**config.mk**
```make
export PLATFORM = sky130hd
export DESIGN_NAME = mem_arbiter_flat
export DESIGN_NICKNAME = d
export VERILOG_FILES = /design/src/rtl/mem_arbiter_if.sv /design/src/rtl/mem_arbiter.sv /design/src/flat_wrapper.sv
export SDC_FILE = /design/constraint.sdc
export NUM_CORES = 1
export LEC_CHECK = 0
export ABC_AREA = 1
export CORE_MARGIN = 10
export CORE_UTILIZATION = 40
export DETAILED_ROUTE_END_ITERATION = 12
export PLACE_DENSITY = 0.77
export SKIP_LAST_GASP = 1
export SYNTH_ARGS = -nofsm -noshare
export SYNTH_HDL_FRONTEND = slang
export SYNTH_SLANG_ARGS = --single-unit
```
**constraint.sdc**
```tcl
create_clock -name clk -period 1.85 [get_ports clk]
set_input_delay 0.37 -clock clk [delete_from_list [all_inputs] [get_ports clk]]
set_output_delay 0.37 -clock clk [all_outputs]
set_load 0.01 [all_outputs]
```
**src/rtl/mem_arbiter_if.sv**
```systemverilog
// Bundles the fetch port, data port and shared-memory port of mem_arbiter.
// Latency: none, wiring only.
// Backpressure: req/gnt per requester; mem_ready completes the memory side.
//
// Port summary:
//   if_*  : fetch requester (req/addr in, gnt/rvalid/rdata out of arbiter)
//   d_*   : data requester (req/we/addr/wdata/mask in, gnt/rvalid/rdata out)
//   mem_* : single-port memory (registered request out, rdata/ready back in)
// Modports: slave = arbiter view, master = requester/memory environment view.
interface mem_arbiter_if #(
  parameter int AW = 32,
  parameter int DW = 32
);
  logic          if_req;
  logic [AW-1:0] if_addr;
  logic          if_gnt;
  logic          if_rvalid;
  logic [DW-1:0] if_rdata;

  logic          d_req;
  logic          d_we;
  logic [AW-1:0] d_addr;
  logic [DW-1:0] d_wdata;
  logic [1:0]    d_mask;
  logic          d_gnt;
  logic          d_rvalid;
  logic [DW-1:0] d_rdata;

  logic          mem_req;
  logic          mem_we;
  logic [AW-1:0] mem_addr;
  logic [DW-1:0] mem_wdata;
  logic [1:0]    mem_mask;
  logic [DW-1:0] mem_rdata;
  logic          mem_ready;

  modport slave (
    input  if_req, if_addr,
    input  d_req, d_we, d_addr, d_wdata, d_mask,
    input  mem_rdata, mem_ready,
    output if_gnt, if_rvalid, if_rdata,
    output d_gnt, d_rvalid, d_rdata,
    output mem_req, mem_we, mem_addr, mem_wdata, mem_mask
  );

  modport master (
    output if_req, if_addr,
    output d_req, d_we, d_addr, d_wdata, d_mask,
    output mem_rdata, mem_ready,
    input  if_gnt, if_rvalid, if_rdata,
    input  d_gnt, d_rvalid, d_rdata,
    input  mem_req, mem_we, mem_addr, mem_wdata, mem_mask
  );
endinterface

```
**src/rtl/mem_arbiter.sv**
```systemverilog
// Arbitrates a fetch port and a data port onto one single-port memory.
// Latency: gnt same cycle as req in IDLE; mem_req next cycle; rvalid one cycle after mem_ready.
// Backpressure: requests hold until gnt; one transaction in flight, others wait in BUSY.
//
// Ports: clk (sole clock), rst (async active-low), bus (mem_arbiter_if.slave).
// Priority: data over fetch, with fetch forced after STARVE_MAX consecutive
// data wins while fetch waits. Defining MEM_ARB_ROUND_ROBIN_EN replaces this
// with round-robin (last granted port loses the next tie; fetch counts as
// last granted after reset, so data wins the first tie).
module mem_arbiter #(
  parameter int AW         = 32,
  parameter int DW         = 32,
  parameter int STARVE_MAX = 4
) (
  input  logic          clk,
  input  logic          rst,
  mem_arbiter_if.slave  bus
);

  typedef enum logic [1:0] {
    IDLE    = 2'd0,
    BUSY_IF = 2'd1,
    BUSY_D  = 2'd2
  } state_e;

  state_e        state_q, state_d;
  logic          mem_req_q, mem_req_d;
  logic          mem_we_q, mem_we_d;
  logic [AW-1:0] mem_addr_q, mem_addr_d;
  logic [DW-1:0] mem_wdata_q, mem_wdata_d;
  logic [1:0]    mem_mask_q, mem_mask_d;
  logic          if_rvalid_q, if_rvalid_d;
  logic [DW-1:0] if_rdata_q, if_rdata_d;
  logic          d_rvalid_q, d_rvalid_d;
  logic [DW-1:0] d_rdata_q, d_rdata_d;
  logic          if_win, d_win;

`ifdef MEM_ARB_ROUND_ROBIN_EN
  logic          last_if_q, last_if_d;
`else
  localparam logic [3:0] STARVE_LIM = 4'(STARVE_MAX);
  logic [3:0]    starve_cnt_q, starve_cnt_d;
`endif

  // Winner selection is purely combinational so the grant lands in the
  // same IDLE cycle the request is seen.
  always_comb begin
    d_win  = 1'b0;
    if_win = 1'b0;
    if (state_q == IDLE) begin
`ifdef MEM_ARB_ROUND_ROBIN_EN
      d_win = bus.d_req && (!bus.if_req || last_if_q);
`else
      d_win = bus.d_req && !(bus.if_req && (starve_cnt_q == STARVE_LIM));
`endif
      if_win = bus.if_req && !d_win;
    end
  end

  always_comb begin
    state_d     = state_q;
    mem_req_d   = mem_req_q;
    mem_we_d    = mem_we_q;
    mem_addr_d  = mem_addr_q;
    mem_wdata_d = mem_wdata_q;
    mem_mask_d  = mem_mask_q;
    if_rvalid_d = 1'b0;
    d_rvalid_d  = 1'b0;
    if_rdata_d  = if_rdata_q;
    d_rdata_d   = d_rdata_q;
`ifdef MEM_ARB_ROUND_ROBIN_EN
    last_if_d   = last_if_q;
`else
    starve_cnt_d = starve_cnt_q;
`endif

    case (state_q)
      IDLE: begin
        // mem_ready is deliberately not looked at here.
        if (d_win) begin
          state_d     = BUSY_D;
          mem_req_d   = 1'b1;
          mem_we_d    = bus.d_we;
          mem_addr_d  = bus.d_addr;
          mem_wdata_d = bus.d_wdata;
          mem_mask_d  = bus.d_mask;
        end else if (if_win) begin
          state_d     = BUSY_IF;
          mem_req_d   = 1'b1;
          mem_we_d    = 1'b0;
          mem_addr_d  = bus.if_addr;
          mem_wdata_d = '0;
          mem_mask_d  = 2'd2;
        end
`ifdef MEM_ARB_ROUND_ROBIN_EN
        if (d_win) begin
          last_if_d = 1'b0;
        end else if (if_win) begin
          last_if_d = 1'b1;
        end
`else
        // Count only data wins that actually made fetch wait.
        if (if_win || !bus.if_req) begin
          starve_cnt_d = '0;
        end else if (d_win && (starve_cnt_q != STARVE_LIM)) begin
          starve_cnt_d = starve_cnt_q + 4'd1;
        end
`endif
      end

      BUSY_IF: begin
        if (bus.mem_ready) begin
          state_d     = IDLE;
          mem_req_d   = 1'b0;
          if_rvalid_d = 1'b1;
          if_rdata_d  = bus.mem_rdata;
        end
      end

      BUSY_D: begin
        if (bus.mem_ready) begin
          state_d    = IDLE;
          mem_req_d  = 1'b0;
          d_rvalid_d = 1'b1;
          // Stores complete without disturbing the last load data.
          if (!mem_we_q) begin
            d_rdata_d = bus.mem_rdata;
          end
        end
      end

      default: begin
        state_d   = IDLE;
        mem_req_d = 1'b0;
      end
    endcase
  end

  always_ff @(posedge clk or negedge rst) begin
    if (!rst) begin
      state_q      <= IDLE;
      mem_req_q    <= 1'b0;
      mem_we_q     <= 1'b0;
      mem_addr_q   <= '0;
      mem_wdata_q  <= '0;
      mem_mask_q   <= 2'd0;
      if_rvalid_q  <= 1'b0;
      if_rdata_q   <= '0;
      d_rvalid_q   <= 1'b0;
      d_rdata_q    <= '0;
`ifdef MEM_ARB_ROUND_ROBIN_EN
      last_if_q    <= 1'b1;
`else
      starve_cnt_q <= 4'd0;
`endif
    end else begin
      state_q      <= state_d;
      mem_req_q    <= mem_req_d;
      mem_we_q     <= mem_we_d;
      mem_addr_q   <= mem_addr_d;
      mem_wdata_q  <= mem_wdata_d;
      mem_mask_q   <= mem_mask_d;
      if_rvalid_q  <= if_rvalid_d;
      if_rdata_q   <= if_rdata_d;
      d_rvalid_q   <= d_rvalid_d;
      d_rdata_q    <= d_rdata_d;
`ifdef MEM_ARB_ROUND_ROBIN_EN
      last_if_q    <= last_if_d;
`else
      starve_cnt_q <= starve_cnt_d;
`endif
    end
  end

  // Grants are combinational; gate them with rst so nothing leaks out
  // while reset is held with requests pending.
  assign bus.if_gnt    = if_win & rst;
  assign bus.d_gnt     = d_win & rst;
  assign bus.if_rvalid = if_rvalid_q;
  assign bus.if_rdata  = if_rdata_q;
  assign bus.d_rvalid  = d_rvalid_q;
  assign bus.d_rdata   = d_rdata_q;
  assign bus.mem_req   = mem_req_q;
  assign bus.mem_we    = mem_we_q;
  assign bus.mem_addr  = mem_addr_q;
  assign bus.mem_wdata = mem_wdata_q;
  assign bus.mem_mask  = mem_mask_q;

endmodule

```
**src/flat_wrapper.sv**
```systemverilog
// flat-port wrapper written by rule: the top's interface ports become plain ports
module mem_arbiter_flat 
#(
  parameter int AW         = 32,
  parameter int DW         = 32,
  parameter int STARVE_MAX = 4
)
  (clk, rst, bus_if_req, bus_if_addr, bus_d_req, bus_d_we, bus_d_addr, bus_d_wdata, bus_d_mask, bus_mem_rdata, bus_mem_ready, bus_if_gnt, bus_if_rvalid, bus_if_rdata, bus_d_gnt, bus_d_rvalid, bus_d_rdata, bus_mem_req, bus_mem_we, bus_mem_addr, bus_mem_wdata, bus_mem_mask);
  mem_arbiter_if #(.AW(AW), .DW(DW)) bus_i ();
  input  logic clk;
  input  logic rst;
  input wire logic [$bits(bus_i.if_req)-1:0] bus_if_req;
  input wire logic [$bits(bus_i.if_addr)-1:0] bus_if_addr;
  input wire logic [$bits(bus_i.d_req)-1:0] bus_d_req;
  input wire logic [$bits(bus_i.d_we)-1:0] bus_d_we;
  input wire logic [$bits(bus_i.d_addr)-1:0] bus_d_addr;
  input wire logic [$bits(bus_i.d_wdata)-1:0] bus_d_wdata;
  input wire logic [$bits(bus_i.d_mask)-1:0] bus_d_mask;
  input wire logic [$bits(bus_i.mem_rdata)-1:0] bus_mem_rdata;
  input wire logic [$bits(bus_i.mem_ready)-1:0] bus_mem_ready;
  output wire logic [$bits(bus_i.if_gnt)-1:0] bus_if_gnt;
  output wire logic [$bits(bus_i.if_rvalid)-1:0] bus_if_rvalid;
  output wire logic [$bits(bus_i.if_rdata)-1:0] bus_if_rdata;
  output wire logic [$bits(bus_i.d_gnt)-1:0] bus_d_gnt;
  output wire logic [$bits(bus_i.d_rvalid)-1:0] bus_d_rvalid;
  output wire logic [$bits(bus_i.d_rdata)-1:0] bus_d_rdata;
  output wire logic [$bits(bus_i.mem_req)-1:0] bus_mem_req;
  output wire logic [$bits(bus_i.mem_we)-1:0] bus_mem_we;
  output wire logic [$bits(bus_i.mem_addr)-1:0] bus_mem_addr;
  output wire logic [$bits(bus_i.mem_wdata)-1:0] bus_mem_wdata;
  output wire logic [$bits(bus_i.mem_mask)-1:0] bus_mem_mask;
  assign bus_i.if_req = bus_if_req;
  assign bus_i.if_addr = bus_if_addr;
  assign bus_i.d_req = bus_d_req;
  assign bus_i.d_we = bus_d_we;
  assign bus_i.d_addr = bus_d_addr;
  assign bus_i.d_wdata = bus_d_wdata;
  assign bus_i.d_mask = bus_d_mask;
  assign bus_i.mem_rdata = bus_mem_rdata;
  assign bus_i.mem_ready = bus_mem_ready;
  assign bus_if_gnt = bus_i.if_gnt;
  assign bus_if_rvalid = bus_i.if_rvalid;
  assign bus_if_rdata = bus_i.if_rdata;
  assign bus_d_gnt = bus_i.d_gnt;
  assign bus_d_rvalid = bus_i.d_rvalid;
  assign bus_d_rdata = bus_i.d_rdata;
  assign bus_mem_req = bus_i.mem_req;
  assign bus_mem_we = bus_i.mem_we;
  assign bus_mem_addr = bus_i.mem_addr;
  assign bus_mem_wdata = bus_i.mem_wdata;
  assign bus_mem_mask = bus_i.mem_mask;
  mem_arbiter #(.AW(AW), .DW(DW), .STARVE_MAX(STARVE_MAX)) u_core (.clk(clk), .rst(rst), .bus(bus_i));
endmodule
```
Word level (Yosys, flattened, before mapping)
Index checks and enable logic that the tools add are counted.
{ "op_classes": {"addsub": 1, "eq_ne": 6, "n_mux": 23, "n_bitwise": 3, "reduce_logical": 17} }
{ "ops": {"columns": ["cell", "n"], "rows": [
  ["2-to-1 mux 32 bit", 4],
  ["2-to-1 mux 1 bit", 10],
  ["2-to-1 mux 2 bit", 5],
  ["2-to-1 mux 4 bit", 2],
  ["AND reduction 2 bit", 4],
  ["adder 4 x 1 -> 4 bit, second input constant", 1],
  ["== test 4 x 3 -> 1 bit, second input constant", 1],
  ["logical AND 1 bit", 4],
  ["!= test 4 x 3 -> 1 bit, second input constant", 1],
  ["case mux 2 bit (2 select lines)", 1],
  ["nonzero test 2 bit", 2],
  ["zero test 1 bit", 3],
  ["!= test 3 x 1 -> 1 bit, second input constant", 1],
  ["AND reduction 3 bit", 1],
  ["bitwise AND 1 bit", 2],
  ["== test 2 x 1 -> 1 bit, second input constant", 1],
  ["== test 2 bit, second input constant", 1],
  ["zero test 2 bit", 1],
  ["!= test 2 x 1 -> 1 bit, second input constant", 1],
  ["case mux 1 bit (2 select lines)", 1],
  ["OR reduction 2 bit", 1],
  ["logical OR 1 bit", 1],
  ["inverter 1 bit", 1]
]} }
{ "totals": {"register_bits": 140, "elab_cells": 61} }

Longest topological paths before layout
Gate-level depths: netlist of run 1.
{ "logic_depth": {"depth_word": 10, "mapped_depth": 12, "depth_no_buf": 10} }

Worst setup path before layout of run 1
OpenSTA, ideal clock, no wires.
{ "synth_timing": {"kind": "reg-to-output", "from": "reg u_core.starve_cnt_q[0]", "to": "out bus_d_gnt", "t_arrival_ps": 1273, "required_ps": 1480, "setup_slack_ps": 207, "stages_incl_launch_ff": 9, "n_path_buf": 1, "cell_sequence": "dfrtp_1 inv_1 ha_1 nand2_1 inv_1 nand2_4 nand3_4 buf_2 nor2_1"} }
{ "synth_between": {"elab_chain_len": 6} }
{ "synth_rtl": {"columns": ["item", "line", "text"], "rows": [
  ["from (decl)", "mem_arbiter.sv:42", "logic [3:0] starve_cnt_q, starve_cnt_d;"],
  ["from (signal assigned)", "mem_arbiter.sv:170", "starve_cnt_q <= starve_cnt_d;"],
  ["== test 4 x 3 -> 1 bit", "mem_arbiter.sv:54", "d_win = bus.d_req && !(bus.if_req && (starve_cnt_q == STARVE_LIM));"],
  ["logical AND 1 bit", "mem_arbiter.sv:54", null],
  ["zero test 1 bit", "mem_arbiter.sv:54", null],
  ["logical AND 1 bit", "mem_arbiter.sv:54", null],
  ["2-to-1 mux 1 bit", "mem_arbiter.sv:50", "if (state_q == IDLE) begin"],
  ["bitwise AND 1 bit", "mem_arbiter.sv:178", "assign bus.d_gnt = d_win & rst;"],
  ["to (decl)", "flat_wrapper.sv:24", "output wire logic [$bits(bus_i.d_gnt)-1:0] bus_d_gnt;"]
]} }
Every way passes these cells.

Worst setup path after layout of run 1
{ "layout_timing": {"from": "reg u_core.starve_cnt_q[1]", "to": "out bus_if_gnt"} }
{ "layout_between": {"elab_chain_len": 8} }
{ "layout_rtl": {"columns": ["item", "line", "text"], "rows": [
  ["== test 4 x 3 -> 1 bit", "mem_arbiter.sv:54", null],
  ["logical AND 1 bit", "mem_arbiter.sv:54", null],
  ["zero test 1 bit", "mem_arbiter.sv:54", null],
  ["logical AND 1 bit", "mem_arbiter.sv:54", null],
  ["zero test 1 bit", "mem_arbiter.sv:56", "if_win = bus.if_req && !d_win;"],
  ["logical AND 1 bit", "mem_arbiter.sv:56", null],
  ["2-to-1 mux 1 bit", "mem_arbiter.sv:50", null],
  ["bitwise AND 1 bit", "mem_arbiter.sv:177", "assign bus.if_gnt = if_win & rst;"],
  ["to (decl)", "flat_wrapper.sv:21", "output wire logic [$bits(bus_i.if_gnt)-1:0] bus_if_gnt;"]
]} }
Every way passes these cells.

==> results of run 1 <==
-- flip-flops by register name, indices dropped and copies added, names as in the netlist --
| name | count |
|---|---|
| u_core.bus.d_rdata | 32 |
| u_core.bus.d_rvalid | 1 |
| u_core.bus.if_rdata | 32 |
| u_core.bus.if_rvalid | 1 |
| u_core.bus.mem_addr | 32 |
| u_core.bus.mem_mask | 2 |
| u_core.bus.mem_req | 1 |
| u_core.bus.mem_wdata | 32 |
| u_core.bus.mem_we | 1 |
| u_core.starve_cnt_q | 4 |
| u_core.state_q | 2 |
-- cell usage in the layout, fill, tap and decap left out, types with 3 or more instances in the layout --
cell             netlist  routed
nand3_1                3       3
nand4_1               33      33
clkdlybuf4s50_1        0     268
dfrtp_1              140     140
nand2_2               12      14
o21ai_0               93      93
ha_1                   5       3
buf_12                 0       5
clkbuf_8               0       3
buf_4                  0      22
clkinvlp_4             0       3
inv_6                  0       4
inv_1                113     108
o21ai_1                7       7
inv_2                  2       7
nand2_1              261     259
clkbuf_16              0      17
nor2_1                 8       8
-- timing repair --
item | CTS | global route
buffers inserted | 1 | 1
pin swaps | 2 | 3
endpoints found under the setup margin | 2 | 4
hold buffers | 0 | 0
endpoints found under the hold margin | 0 | 0
gates resized for setup | 11 | 8
cloned | 0 | 0
-- per-layer routing --
layer	global-route usage, %	part of all wire (%)
met1	20.5	41
met2	30.2	50
met3	6.96	8.4
met4	4.35	0.68
met5	0	0
-- cells by family (layout without fill, tap and decap cells) --
kind of cell               Yosys count  in the layout
AOI/OAI and AO/OA                  102            102
xor gates and xnor gates             2              2
adders and majority gates            5              5
buffers and inverters              156            445
DFF                                140            140
muxes                                1              1
and+or+nand+nor                    321            321
-- metrics by stage --
step | setup slack, ps | instance area (µm²) | utilization (%) | instances | hold slack, ps
finish | -62.9 | 9710 | 64.3 | 1204 | 74.9
global route | -161 | 9710 | 64.3 | 1204 | 140
CTS | -75.3 | 9680 | 64.2 | 1203 | 136
detailed placement | -410 | 9090 | 60.3 | 1170 | 457
global placement | -397 | 9090 | 60.3 | 1170 | 453
floorplan | 207 | 6110 | - | 727 | 74.4
-- worst max-delay path, delay by kind of cell, from the launching register on --
family | cells | cell delay (ps)
simple gates | 5 | 320
fa+ha+maj | 1 | 130
buf+inv | 3 | 300
flops | 1 | 380
-- power by group through the flow --
stage | Clock, mW | Sequential (mW) | Combinational (mW)
floorplan | 0 | 5.83 | 2.47
global placement | 0 | 5.17 | 7.02
detailed placement | 0 | 5.22 | 7.14
CTS | 3.34 | 5.21 | 7.20
global route | 3.50 | 5.37 | 7.83
finish | 3.28 | 5.20 | 7.11
-- worst max-delay path by stage --
stage / endpoint / cells past startpoint
after floorplan: bus_d_gnt / 8
after global placement: bus_if_gnt / 8
after detailed placement: bus_if_gnt / 8
after CTS: bus_if_gnt / 9
after global routing: bus_if_gnt / 9
final: bus_if_gnt / 9
-- cell type report --
cell class	instances	share of cell area [%]
clock inverters	11	1.10
flip-flops and latches	140	36.1
multi-input cells	431	20.5
well taps	188	2.42
repair buffers	298	30.6
inverters	115	4.45
clock buffers	21	4.85
==> metrics, run 1 <==
outcome finished, violations left; failing checks negative setup slack; top-count cell post-synth nand2_1; die area 20600 µm²; layout cells sized above 1 between 8 and 9%; Yosys top cell area share 57.4%; clock sink total 140; largest family of logic cells by synthesized area simple AND/OR/NAND/NOR gates; Reg-to-Reg Start u_core.starve_cnt_q[1]; Worst-Skew Late Latency 410 ps; Max Slew Vio Count 0; Worst EP required 1480 ps; final global-route overflow total 0; Synth top cells by count 261 x nand2_1, 140 x dfrtp_1, 113 x inv_1; FP Rows 45; Adder-Cell Fraction of Synth Area 1.02%; initial antenna violation count 0; Unique masters post-synth 23; Fillers about 1.3k; critical path class reg2out; sequential area share after synthesis 57.4%; IO Port Bufs 271; vias in the first global route around 5.5k; CP cell instances inv_2 > ha_4 > nand2_2 > inv_2 > nand2_4 > nand2_4 > nand2_2 > nor2_1 > buf_2; Die Wd 144 µm; cells on worst reg2reg path 11; Peak Freq about 520 MHz; IO Pins 272; synthesized area per cell 8.40 µm²; GP Congestion between 0.7 and 0.8; setup TNS -62.9 ps; Synth area leader dfrtp_1; post-route ant nets 0; slowest cell delay on critical path ~380 ps; Net Sw Frac 35.5%; WL/cell around 16 µm; worst clock skew approximately 6.3 ps; core area 15100 µm²; CTS Buffer Depth 2; Seq pwr share 33.4%; htree depth 4; Tcrit/Tclk final 103%; CTS tree done; unrepaired setup endpoints after global routing yes; Power Internal 10.1 mW; CP max stage cell dfrtp_1; # DRC 0; post-synthesis compound-gate area fraction 8.40%; actual slew at the worst max-slew pin roughly 750 ps; Reg-to-Reg End u_core.bus.mem_wdata[30]; Layout area overhead 58.9%; global-route wire length before repair slightly below 30000 µm; Post-synth EDFFs 0; min-delay worst type in2async; combinational power share 45.6%; DP Wirelength 13900 µm; PnR Total Power 15.6 mW; clock-pin transition on the worst setup and hold timing paths 60 ps; yosys warns 0; post-synthesis mux area share 0.164%; WP data arrival 1540 ps; PD cells 1610 nW/µm²; final WL 18700 µm; gr usage total 17.7%; Synth Cell Area slightly above 6000 µm²; # nets final about 1.1k; maxcap violations 0; final setup margin -62.9 ps; worst-path maximum fanout 3; CTS root buffer clkbuf_16; cells after synthesis 727; crit path launch type register; Critical path origin u_core.starve_cnt_q[1]; power share of the clock group approximately a fifth; first-pass detailed-route iteration total 4; post-synthesis simple-gate area fraction between 20% and 30%; initial detailed-routing violation count 295; initial core utilization 40.5%; peak supply drop 0.787 mV; Leak 4.85 nW; pin count of the biggest net entering global routing 141; ys flop type dfrtp_1; Fin. Hold Viols 0; Synth area leaders dfrtp_1 57%, nand2_1 16%, o21ai_0 7.6%; syn_nets 868; crit end category primary output; register-to-register path setup slack 160 ps; Multi-input gate area 1990 µm²; number of synthesized register bits 140; Finish-stage setup viols 1; post-synthesis xor/xnor area fraction 0.287%; Register Area 3500 µm²; cts bufs inserted 17; relative slew slack 49.9%; DR vias/cell 4.61; overall die height 144 µm; Post-synth ARST share 100%; via count 5545; Tmin final 1910 ps; Psw roughly 5.5 mW; number of diodes 0
Power figures use the tool's default switching activity.
==> run 2: changes to the inputs <==
==> constraint.sdc (replaced) <==
create_clock -name clk -period 2.4 [get_ports clk]
set_input_delay 0.48 -clock clk [delete_from_list [all_inputs] [get_ports clk]]
set_output_delay 0.48 -clock clk [all_outputs]
set_load 0.01 [all_outputs]
==> run 2 against run 1 <==
Net effect:
- the run now ends clean
- flip-flop and latch count is the same
- core utilization shrank 0.32 points
- critical path type unchanged
- critical path depth is the same
- largest cell class unchanged
- die area is the same
- largest power group unchanged
==> metrics, run 2 (synthesis results as in run 1) <==
DR top layer met4 (unchanged); CP max stage cell dfrtp_1 (unchanged); via count 5543 (was 5545); core area 15100 µm² (unchanged); CP bufs+invs 3 (unchanged); outcome complete, no violations (was finished, violations left); GP Congestion 0.805 (was 0.784); setup TNS 0 ps (was -62.9 ps); overall die height 144 µm (unchanged); Register Area 3500 µm² (unchanged); PD cells 1250 nW/µm² (was 1610 nW/µm²); # DRC 0 (unchanged); Fillers 1258 (was 1271); Layout area overhead 58.1% (was 58.9%); relative slew slack 37.2% (was 49.9%); layout cells sized above 1 6.95% (was 8.66%); IO Port Bufs 271 (unchanged); # nets final 1135 (was 1144); CTS Buffer Depth 2 (unchanged); maxcap violations 0 (unchanged); cts bufs inserted 17 (unchanged); Worst EP required 1920 ps (was 1480 ps); Tmin final 2280 ps; DR vias/cell 4.64 (was 4.61); met2 WL 9120 µm (was 9460 µm); Max Slew Vio Count 0 (unchanged); Peak Freq 438 MHz; CTS tree done (unchanged); vias in the first global route 5529 (was 5453); Multi-input gate area 1970 µm² (was 1990 µm²); post-route ant nets 0 (unchanged); Worst-Skew Late Latency 410 ps (about the same); gr usage total 18.0% (was 17.7%); crit end category primary output (unchanged); crit path launch type register (unchanged); initial core utilization 40.5% (unchanged); WL/cell 15.6 µm (about the same); Fin. Hold Viols 0 (unchanged); actual slew at the worst max-slew pin 942 ps (was 751 ps); DP Wirelength 14000 µm (was 13900 µm); met3 routed WL 1630 µm (was 1570 µm); unrepaired setup endpoints after global routing no (was yes); commonest cells after routing, fill and taps aside 268 x clkdlybuf4s50_1, 261 x nand2_1, 140 x dfrtp_1, 113 x inv_1, 93 x o21ai_0 (was 268 x clkdlybuf4s50_1, 259 x nand2_1, 140 x dfrtp_1, 108 x inv_1, 93 x o21ai_0); # hold bufs at CTS 0 (unchanged); first-pass detailed-route iteration total 5 (was 4); initial antenna violation count 0 (unchanged); number of diodes 0 (unchanged); min-delay worst type in2async (unchanged); slowest cell delay on critical path 410 ps (was 380 ps); commonest non-fill, non-tap cell in the layout clkdlybuf4s50_1 (unchanged); critical path class reg2out (unchanged); WP data arrival 1800 ps (was 1540 ps); FP Rows 45 (unchanged); Finish-stage setup viols 0 (was 1); Crit path max-delay family buffers and inverters (was flip-flops); CTS root buffer clkbuf_16 (unchanged); Die Wd 144 µm (unchanged); Placed Instances 1163 (was 1170); die area 20600 µm² (unchanged); WL met1 7480 µm (was 7590 µm); global-route wire length before repair 29300 µm (was 28800 µm); pin count of the biggest net entering global routing 76 (was 141); worst clock skew 12.0 ps (was 6.33 ps); Final Util 64.0% (was 64.3%); CP cell instances inv_1 > ha_1 > nand2_1 > inv_1 > nand2_4 > nand2_4 > nand2_1 > nor2_1 > dlygate4sd2_1 (was inv_2 > ha_4 > nand2_2 > inv_2 > nand2_4 > nand2_4 > nand2_2 > nor2_1 > buf_2); Tcrit/Tclk final between 90% and 100%; PnR Total Power 12.1 mW (was 15.6 mW); final WL 18600 µm (was 18700 µm); non-filler cells, final 1195 (was 1204); peak supply drop 0.581 mV (was 0.787 mV); WHS 285 ps (was 74.9 ps); worst-path maximum fanout 4 (was 3); htree depth 4 (unchanged); clock sink total 140 (unchanged); Leak 4.84 nW (was 4.85 nW); IO Pins 272 (unchanged); clock-pin transition on the worst setup and hold timing paths 60 ps (about the same); initial detailed-routing violation count 316 (was 295); final global-route overflow total 0 (unchanged)
## run 2: cell type report
class / count / area share (%)
repair buffers: 289 / 29.9
clock buffers: 18 / 4.55
multi-input cells: 431 / 20.4
well taps: 188 / 2.44
flip-flops and latches: 140 / 36.3
inverters: 115 / 4.47
clock inverters: 14 / 1.98
## run 2: worst paths after layout
kind,from,end,slack (ps),cells past startpoint
worst max-delay path,u_core.starve_cnt_q[0],bus_if_gnt,120,9
worst min-delay path,rst,u_core.bus.mem_addr[12],280,2
worst max register to register,u_core.starve_cnt_q[0],u_core.bus.mem_wdata[6],430,10
worst min register to register,u_core.bus.mem_wdata[19],u_core.bus.mem_wdata[19],470,2
max in group asynchronous,rst,u_core.bus.d_rdata[24],1460,2
min in group clk,u_core.bus.mem_wdata[19],u_core.bus.mem_wdata[19],470,2
## run 2: timing repair
| action | 4_1_cts | 5_1_grt |
|---|---|---|
| resized for setup | 3 | 1 |
| gates cloned | 0 | 0 |
| setup buffers | 0 | 0 |
| endpoints found under the setup margin | 2 | 1 |
## run 2: worst reg2reg max path, stage by stage, from the launching register on
cell     delay (ps)
dfrtp_1         400
inv_1            60
ha_1            180
nand2_1          50
inv_1            60
nand2_4         100
nand3_4          60
buf_4           240
inv_2           490
nand2_1         150
nand2_1         110
## run 2: stage by stage
| step | instance area [µm²] | setup WS [ps] |
|---|---|---|
| floorplan | 6110 | 647 |
| global placement | 9020 | -55.1 |
| detailed placement | 9020 | -79.0 |
| CTS | 9650 | 61.5 |
| global route | 9660 | 26.9 |
| finish | 9660 | 119 |
## run 2: power breakdown
group          internal, mW  total, mW  switching (mW)
Sequential             3.43       4.00           0.576
Combinational          2.70       5.34            2.64
Clock                  1.77       2.76           0.994
## run 2: routing by layer
layer	GRT usage, %	vias up
met5	0	-
met4	6.77	0
met1	21.1	2543
met2	29.7	208
met3	6.30	24
li1	-	2768
==> run 3: changes to the inputs <==
--- a/config.mk
+++ b/config.mk
@@ -8,6 +8,7 @@
 export ABC_AREA = 1
 export CORE_MARGIN = 10
 export CORE_UTILIZATION = 40
+export CTS_CLUSTER_DIAMETER = 120
 export DETAILED_ROUTE_END_ITERATION = 12
 export PLACE_DENSITY = 0.77
 export SKIP_LAST_GASP = 1
==> results of run 3 <==
Final layout, timing and power as in run 2 (identical DEF).
